[src/rtl/bp_gshare_ckpt.sv]
// bp_gshare_ckpt: global-history branch direction predictor with a FIFO of
// per-branch history checkpoints, so several branches can be unresolved.
//
// Lookup is combinational in F, allocation happens in D, and branches
// resolve in order in M.
//
// Ports
//   clk, rst           clock, asynchronous active-low reset
//   lookup_pc_i        hashed fetch PC -> lookup_taken_o, lookup_index_o
//   alloc_valid_i      branch in D: push a checkpoint and shift the
//                      speculative history with alloc_taken_i
//   alloc_ready_o      checkpoint FIFO can accept an alloc this cycle
//   resolve_valid_i    oldest branch resolved; resolve_pc_i, resolve_taken_i,
//                      resolve_pred_i
//   flush_i            discard every unresolved branch
//   mispredict_o       registered one-cycle pulse
//   ghr_spec_o         speculative history
//   ghr_retired_o      committed history
//   inflight_o         checkpoint occupancy
//   err_o              sticky: alloc while full, or resolve while empty
module bp_gshare_ckpt #(
    parameter int PHT_DEPTH  = 7,
    parameter int GHR_WIDTH  = 4,
    parameter int CTR_WIDTH  = 2,
    parameter int INDEX_MODE = 1,
    parameter int CKPT_DEPTH = 4
) (
    input  logic                          clk,
    input  logic                          rst,
    input  logic [PHT_DEPTH-1:0]          lookup_pc_i,
    output logic                          lookup_taken_o,
    output logic [PHT_DEPTH-1:0]          lookup_index_o,
    input  logic                          alloc_valid_i,
    input  logic                          alloc_taken_i,
    output logic                          alloc_ready_o,
    input  logic                          resolve_valid_i,
    input  logic [PHT_DEPTH-1:0]          resolve_pc_i,
    input  logic                          resolve_taken_i,
    input  logic                          resolve_pred_i,
    input  logic                          flush_i,
    output logic                          mispredict_o,
    output logic [GHR_WIDTH-1:0]          ghr_spec_o,
    output logic [GHR_WIDTH-1:0]          ghr_retired_o,
    output logic [$clog2(CKPT_DEPTH):0]   inflight_o,
    output logic                          err_o
);

    localparam int NPHT = 1 << PHT_DEPTH;
    localparam int PW   = $clog2(CKPT_DEPTH);
    localparam int CW   = PW + 1;
    localparam logic [CTR_WIDTH-1:0] CTR_INIT = {1'b0, {(CTR_WIDTH-1){1'b1}}};
    localparam logic [CTR_WIDTH-1:0] CTR_MAX  = {CTR_WIDTH{1'b1}};

    // Concat mode: shifting the PC left by GHR_WIDTH keeps its low bits in
    // the upper index field and leaves room for the history below.
    function automatic logic [PHT_DEPTH-1:0] pht_index(
        input logic [PHT_DEPTH-1:0] pc,
        input logic [GHR_WIDTH-1:0] h
    );
        logic [PHT_DEPTH-1:0] hx;
        logic [PHT_DEPTH-1:0] pcs;
        hx  = PHT_DEPTH'(h);
        pcs = pc << GHR_WIDTH;
        if (INDEX_MODE == 0) return pcs | hx;
        else                 return pc ^ hx;
    endfunction

    logic [CTR_WIDTH-1:0] pht_q [NPHT];
    logic [GHR_WIDTH-1:0] ckpt_q [CKPT_DEPTH];
    logic [PW-1:0]        rd_ptr_q, rd_ptr_d, wr_ptr_q, wr_ptr_d;
    logic [CW-1:0]        cnt_q, cnt_d;
    logic [GHR_WIDTH-1:0] ghr_spec_q, ghr_spec_d, ghr_ret_q, ghr_ret_d;
    logic                 mispredict_q, mispredict_d, err_q, err_d;

    logic                 empty, full, res_ok, mispred, push;
    logic [GHR_WIDTH-1:0] ckpt_head, hist_resolved;
    logic [PHT_DEPTH-1:0] lookup_idx, res_idx;
    logic [CTR_WIDTH-1:0] ctr_old, ctr_new;

    assign empty         = (cnt_q == '0);
    assign full          = (cnt_q == CW'(CKPT_DEPTH));
    assign res_ok        = resolve_valid_i & ~empty;
    assign mispred       = res_ok & (resolve_taken_i != resolve_pred_i);
    assign ckpt_head     = ckpt_q[rd_ptr_q];
    assign hist_resolved = {ckpt_head[GHR_WIDTH-2:0], resolve_taken_i};
    // A correct resolve frees a slot in the same cycle, so alloc is legal when full.
    assign alloc_ready_o = ~full | res_ok;

    assign lookup_idx     = pht_index(lookup_pc_i, ghr_spec_q);
    assign lookup_index_o = lookup_idx;
    assign lookup_taken_o = pht_q[lookup_idx][CTR_WIDTH-1];

    assign res_idx = pht_index(resolve_pc_i, ckpt_head);
    assign ctr_old = pht_q[res_idx];

    always_comb begin
        ctr_new = ctr_old;
        if (resolve_taken_i) begin
            if (ctr_old != CTR_MAX) ctr_new = ctr_old + CTR_WIDTH'(1);
        end else begin
            if (ctr_old != '0) ctr_new = ctr_old - CTR_WIDTH'(1);
        end
    end

    // Priority: flush > mispredict > alloc. The resolve commit itself is
    // independent of flush/mispredict.
    always_comb begin
        ghr_spec_d   = ghr_spec_q;
        ghr_ret_d    = ghr_ret_q;
        rd_ptr_d     = rd_ptr_q;
        wr_ptr_d     = wr_ptr_q;
        cnt_d        = cnt_q;
        mispredict_d = 1'b0;
        err_d        = err_q;
        push         = 1'b0;

        if (res_ok) begin
            ghr_ret_d = hist_resolved;
            rd_ptr_d  = rd_ptr_q + PW'(1);
            cnt_d     = cnt_q - CW'(1);
        end
        if (resolve_valid_i && empty) err_d = 1'b1;

        if (flush_i) begin
            ghr_spec_d = ghr_ret_d;
            rd_ptr_d   = '0;
            wr_ptr_d   = '0;
            cnt_d      = '0;
        end else if (mispred) begin
            ghr_spec_d   = hist_resolved;
            rd_ptr_d     = '0;
            wr_ptr_d     = '0;
            cnt_d        = '0;
            mispredict_d = 1'b1;
        end else if (alloc_valid_i) begin
            if (!alloc_ready_o) begin
                err_d = 1'b1;
            end else begin
                push       = 1'b1;
                wr_ptr_d   = wr_ptr_q + PW'(1);
                cnt_d      = cnt_d + CW'(1);
                ghr_spec_d = {ghr_spec_q[GHR_WIDTH-2:0], alloc_taken_i};
            end
        end
    end

    always_ff @(posedge clk or negedge rst) begin
        if (!rst) begin
            rd_ptr_q     <= '0;
            wr_ptr_q     <= '0;
            cnt_q        <= '0;
            ghr_spec_q   <= '0;
            ghr_ret_q    <= '0;
            mispredict_q <= 1'b0;
            err_q        <= 1'b0;
        end else begin
            rd_ptr_q     <= rd_ptr_d;
            wr_ptr_q     <= wr_ptr_d;
            cnt_q        <= cnt_d;
            ghr_spec_q   <= ghr_spec_d;
            ghr_ret_q    <= ghr_ret_d;
            mispredict_q <= mispredict_d;
            err_q        <= err_d;
        end
    end

    always_ff @(posedge clk or negedge rst) begin
        if (!rst) begin
            for (int i = 0; i < CKPT_DEPTH; i++) ckpt_q[i] <= '0;
        end else if (push) begin
            ckpt_q[wr_ptr_q] <= ghr_spec_q;
        end
    end

    always_ff @(posedge clk or negedge rst) begin
        if (!rst) begin
            for (int i = 0; i < NPHT; i++) pht_q[i] <= CTR_INIT;
        end else if (res_ok) begin
            pht_q[res_idx] <= ctr_new;
        end
    end

    assign mispredict_o  = mispredict_q;
    assign ghr_spec_o    = ghr_spec_q;
    assign ghr_retired_o = ghr_ret_q;
    assign inflight_o    = cnt_q;
    assign err_o         = err_q;

endmodule

[config.mk]
export PLATFORM = sky130hd
export DESIGN_NAME = bp_gshare_ckpt
export DESIGN_NICKNAME = d
export VERILOG_FILES = /design/src/rtl/bp_gshare_ckpt.sv
export SDC_FILE = /design/constraint.sdc
export NUM_CORES = 1
export LEC_CHECK = 0
export ABC_AREA = 1
export ABC_CLOCK_PERIOD_IN_PS = 2900
export BUFFER_PORTS_ARGS = -buffer_cell sky130_fd_sc_hd__buf_2
export CAP_MARGIN = 20
export CORE_ASPECT_RATIO = 1.2
export CORE_MARGIN = 2
export CORE_UTILIZATION = 40
export CTS_CLUSTER_DIAMETER = 50
export CTS_CLUSTER_SIZE = 24
export DETAILED_ROUTE_END_ITERATION = 8
export PLACE_DENSITY_LB_ADDON = 0.08
export SLEW_MARGIN = 20
export SYNTH_ARGS = -nofsm -noshare
export SYNTH_HDL_FRONTEND = slang
export SYNTH_SLANG_ARGS = --single-unit
[constraint.sdc]
create_clock -name clk -period 2.9 [get_ports clk]
set_clock_uncertainty 0.2 [all_clocks]
set_input_delay 0.58 -clock clk [delete_from_list [all_inputs] [get_ports clk]]
set_output_delay 0.58 -clock clk [all_outputs]
set_load 0.1 [all_outputs]
== Word level (Yosys, flattened, before mapping) ==
Cells that the tools add are included.

* Register bits: 289
* Input port bits: 22
* Output and inout bits: 22
* Logic and storage cells: 220

* $add $sub $neg: 6
* Magnitude comparators: 6
* Equality and inequality tests: 3
* Muxes and demuxes: 46
* Bitwise operators: 11
* Reductions and logical operators: 9

{| class="wikitable"
|+ Operator list
! operator !! number
|-
| bitwise mux 256 bit || 1
|-
| two-way mux 4 bit || 8
|-
| two-way mux 2 bit || 15
|-
| binary-select mux 2 bit (select 7 bit) || 2
|-
| bitwise mux 16 bit || 1
|-
| >= comparator 8 bit, second input constant || 2
|-
| NOT 7 -> 8 bit || 2
|-
| two-way mux 3 bit || 5
|-
| demux 2 bit (select 7 bit) || 1
|-
| XOR 7 x 4 -> 7 bit || 2
|-
| two-way mux 1 bit || 11
|-
| nonzero test 3 bit || 3
|-
| binary-select mux 4 bit (select 2 bit) || 1
|-
| demux 4 bit (select 2 bit) || 1
|-
| less-than comparator 8 x 1 -> 1 bit, second input constant || 1
|-
| adder 2 x 1 -> 2 bit, second input constant || 3
|-
| >= comparator 3 bit, second input constant || 2
|-
| NOT 2 -> 3 bit || 2
|-
| adder 3 x 1 -> 3 bit, second input constant || 1
|-
| equality test 3 bit, second input constant || 1
|-
| logical AND 1 bit || 3
|-
| logical NOT 3 bit || 1
|-
| less-than comparator 3 x 1 -> 1 bit, second input constant || 1
|-
| subtractor 3 x 1 -> 3 bit, second input constant || 1
|-
| 8 further kinds || 10
|}

== Logic depth before layout (Yosys ltp) ==
* Depth after elaboration: 13
* Gate-level depth with buffers: 24
* Mapped depth without buffers: 19

== Least setup slack after synthesis ==
OpenSTA, ideal clock, no wires.

* Kind: flip-flop to output port
* Start point: reg ghr_spec_q[2], in the netlist ghr_spec_o[2]
* End point: out lookup_taken_o
* Arrival time: 4749 ps
* Required time: 2120 ps
* Slack: -2629 ps
* Cell stages (with the launch flop): 8
* Buffers on the path: 1
* Path through: dfrtp_1 > xnor2_1 > clkinv_1 > clkbuf_1 > o221ai_1 > a31oi_1 > o211ai_1 > a31oi_1

* Longest elaborated chain between the ends: 5

{| class="wikitable"
|+ Ends and longest elaborated chain
! what !! RTL line !! RTL
|-
| from (decl) || 72 || <nowiki>logic [GHR_WIDTH-1:0] ghr_spec_q, ghr_spec_d, ghr_ret_q, ghr_ret_d;</nowiki>
|-
| from (signal assigned) || 160 || <nowiki>ghr_spec_q <= ghr_spec_d;</nowiki>
|-
| XOR 7 x 4 -> 7 bit || 65 || <nowiki>else return pc ^ hx;</nowiki>
|-
| via lookup_index_o[2] || 32 || <nowiki>output logic [PHT_DEPTH-1:0] lookup_index_o,</nowiki>
|-
| NOT 7 -> 8 bit (implied by the code) || 91 || <nowiki>assign lookup_taken_o = pht_q[lookup_idx][CTR_WIDTH-1];</nowiki>
|-
| binary-select mux 2 bit (select 7 bit) || 91 ||
|-
| two-way mux 2 bit (implied by the code) (2 in series) || 91 ||
|-
| to (decl) || 31 || <nowiki>output logic lookup_taken_o,</nowiki>
|}

The timed path passes the listed nets, and every way through them passes these cells. The select of a mux whose other input is x is not followed.

== Worst setup path after layout ==
* Start point: reg ghr_spec_q[0], in the netlist ghr_spec_o[0]
* End point: out lookup_taken_o

* Longest elaborated chain between the ends: 5

{| class="wikitable"
|+ Ends and longest elaborated chain
! what !! RTL line
|-
| XOR 7 x 4 -> 7 bit || 65
|-
| NOT 7 -> 8 bit (implied by the code) || 91
|-
| binary-select mux 2 bit (select 7 bit) || 91
|-
| two-way mux 2 bit (implied by the code) (2 in series) || 91
|}

No other way between the ends. The select of a mux whose other input is x is not followed.

==> out/metrics.csv <==
metric,value,unit
final setup margin,-0.843,ns
first-pass GRT wire length,111000,um
Post-synth EDFFs,0,
clk_lat worst skew,0.58,ns
Port Buffers,43,
crit-path max FO,8,
die width,195,um
Max Freq,267,MHz
final instance area,26000,um^2
n_diodes,0,
DRT iter0 DRCs,1855,
max_cap viols,0,
Row Count,83,
crit end category,output pin,
Remaining DRCs,0,
Synth top area share,23.1,%
"top cells by count, synth","958 x nand2_1, 404 x inv_1, 351 x nand3_1",
share of cells above drive strength 1,34.9,%
share of the yosys chip area belonging to registers,42.3,%
Synthesized Nets,2618,
Final Setup Violations,257,
Placed Cells,3261,
clock root buffer,clkbuf_16,
Synth Warn #,0,
mapped cell area,17500,um^2
Place WS,-0.607,ns
largest net degree at the start of global routing,87,
Die Y,233,um
Post-Synth Adder-Cell Area,0.501,%
main combinational cell family by area after synthesis,simple AND/OR/NAND/NOR gates,
vias in the first global route,18600,
Worst-Margin Slew,0.782,ns
Syn-to-layout area delta,48.7,%
DRT Pass-1 Iters,6,
TritonCTS buffer count,39,
Synth Area in Compound Gates,6.90,%
WP data required,2.12,ns
"Slew Viols, Final",0,
RSZ-0062 raised after global routing,true,
post-synthesis async set-or-reset flop share,100,%
drt wl/cell,21.5,um
Synth Area in Simple Gates,36.6,%
Mean Syn Cell Area,6.75,um^2
status,"complete, but fails checks",
core area,43000,um^2
die area,45400,um^2
# clock sinks,289,
nets,2923,
Final Hold Fails,0,
# IOs,44,
Hold Path Class,in -> reg,
most common cell in the netlist,nand2_1,
post-synth top area cell,dfrtp_1,
mux contribution to synthesized area,0,%
antenna violations before repair,0,
vias,19000,
fin cells,3477,
crit start category,flip-flop,
WP data arrival,2.96,ns
Initial Util,40.7,%
gpl congestion,0.877,
Final period util,129,%
Max clock buf depth,3,
most area-consuming cells after synthesis,"dfrtp_1 23%, nand2_1 21%, dfstp_2 19%",
critical path class,reg -> out,
routed vias/inst,5.47,
failing checks,negative setup slack,
Post-Route WL,74700,um
unique cell type count in the Yosys netlist,36,
CTS tree,done,
Most used DFF post-synth,dfrtp_1,
Worst-path clk slew,0.06,ns
Rel. slew slack,47.8,%
XOR/XNOR share of the synthesized area,0.494,%
DP HPWL,42900,um
post-synthesis cell count,2589,
Routed Antenna Nets,0,
GRT overflow,0,
Tmin final,3.74,ns
DP Area,19900,um^2
H-tree level count,2,
#FFs+latches synth,289,
All-Layer GR Usage,32.2,%
per-stage QoR:
stage,hold slack (ns),util (%),setup TNS [ns]
after floorplan,0.0844,-,-0.345
after CTS,0.0412,57.6,-107.97
after detailed placement,0.246,46.3,-136.43
final,0.0640,60.5,-146.19
after global routing,0.0628,60.5,-181.75
after global placement,0.245,46.3,-118.41
flip-flops by register name, summed over array words and instances, names as in the netlist:
register	flops
wr_ptr_q	2
ghr_spec_o	4
pht_q	256
err_o	1
rd_ptr_q	2
inflight_o	3
mispredict_o	1
ghr_retired_o	4
ckpt_q	16
placed cells by master, fill, tap and decap left out, drive strengths merged, types with 5 or more instances in the layout:
cell type  Yosys  layout
clkbuf        39      54
nand3        354     354
buf           87     375
a21oi         13      13
ha             7       7
bufinv         0       9
nor2         162     162
inv          408     414
o221ai        27      27
nor3          64      64
clkinv         7      15
xor2           5       5
o211ai        47      47
o21ai         96      96
dfstp        128     128
dfrtp        161     161
nand2        965     970
worst max-delay path: stages, from the launching register on:
cell and delay [ns]:
dfrtp_4 0.49, or2_4 0.24, nand2_4 0.10, buf_12 0.16, buf_12 0.13, buf_16 0.14, o21ai_0 0.08, o221ai_1 0.18
nand3_1 0.19, nand3_2 0.15, nand3_4 0.10, a31oi_4 0.24, buf_12 0.20
per-layer routing:
metal,GRT usage [%],part of all wire [%],up-vias
met5,0,0,-
met1,40.0,40,9152
li1,-,-,8696
met2,53.6,47,918
met4,17.4,5.9,0
met3,5.73,7.8,256
cell families after synthesis:
kind of cell,after synthesis
XOR/XNOR,9
flip-flops,289
AO/OA/AOI/OAI,193
AND/OR/NAND/NOR,1550
buffers and inverters,541
adder cells (fa/ha/maj),7
final cells by class:
type / count / area [um^2]
inverters: 415 / 1590
well taps: 552 / 691
clock inverters: 27 / 429
flip-flops and latches: 289 / 7410
multi-input cells: 1764 / 9980
repair buffers: 385 / 4850
clock buffers: 45 / 1050
fillers: 3813 / 17000
final timing paths:
check	depth (start not counted)	startpoint	to	slack [ns]
max in group asynchronous	3	rst	inflight_o[0]	1.44
min reg2reg	2	pht_q[238]	pht_q[238]	0.26
max	12	ghr_spec_o[0]	lookup_taken_o	-0.84
max reg2reg	26	rd_ptr_q[0]	pht_q[136]	-0.67
min in group asynchronous	2	rst	pht_q[247]	0.25
min	3	alloc_valid_i	err_o	0.06
what timing repair did:
item | 4_1_cts | 5_1_grt
hold endpoints to repair | 57 | 0
endpoints found under the setup margin | 257 | 257
hold buffers | 1 | 0
setup buffers | 68 | 43
gates resized for setup | 324 | 334
cloned | 51 | 10
pin swaps | 78 | 186
Power is not shown: default switching activity piles up to over one toggle a cycle in this logic, so the estimate is an artifact.
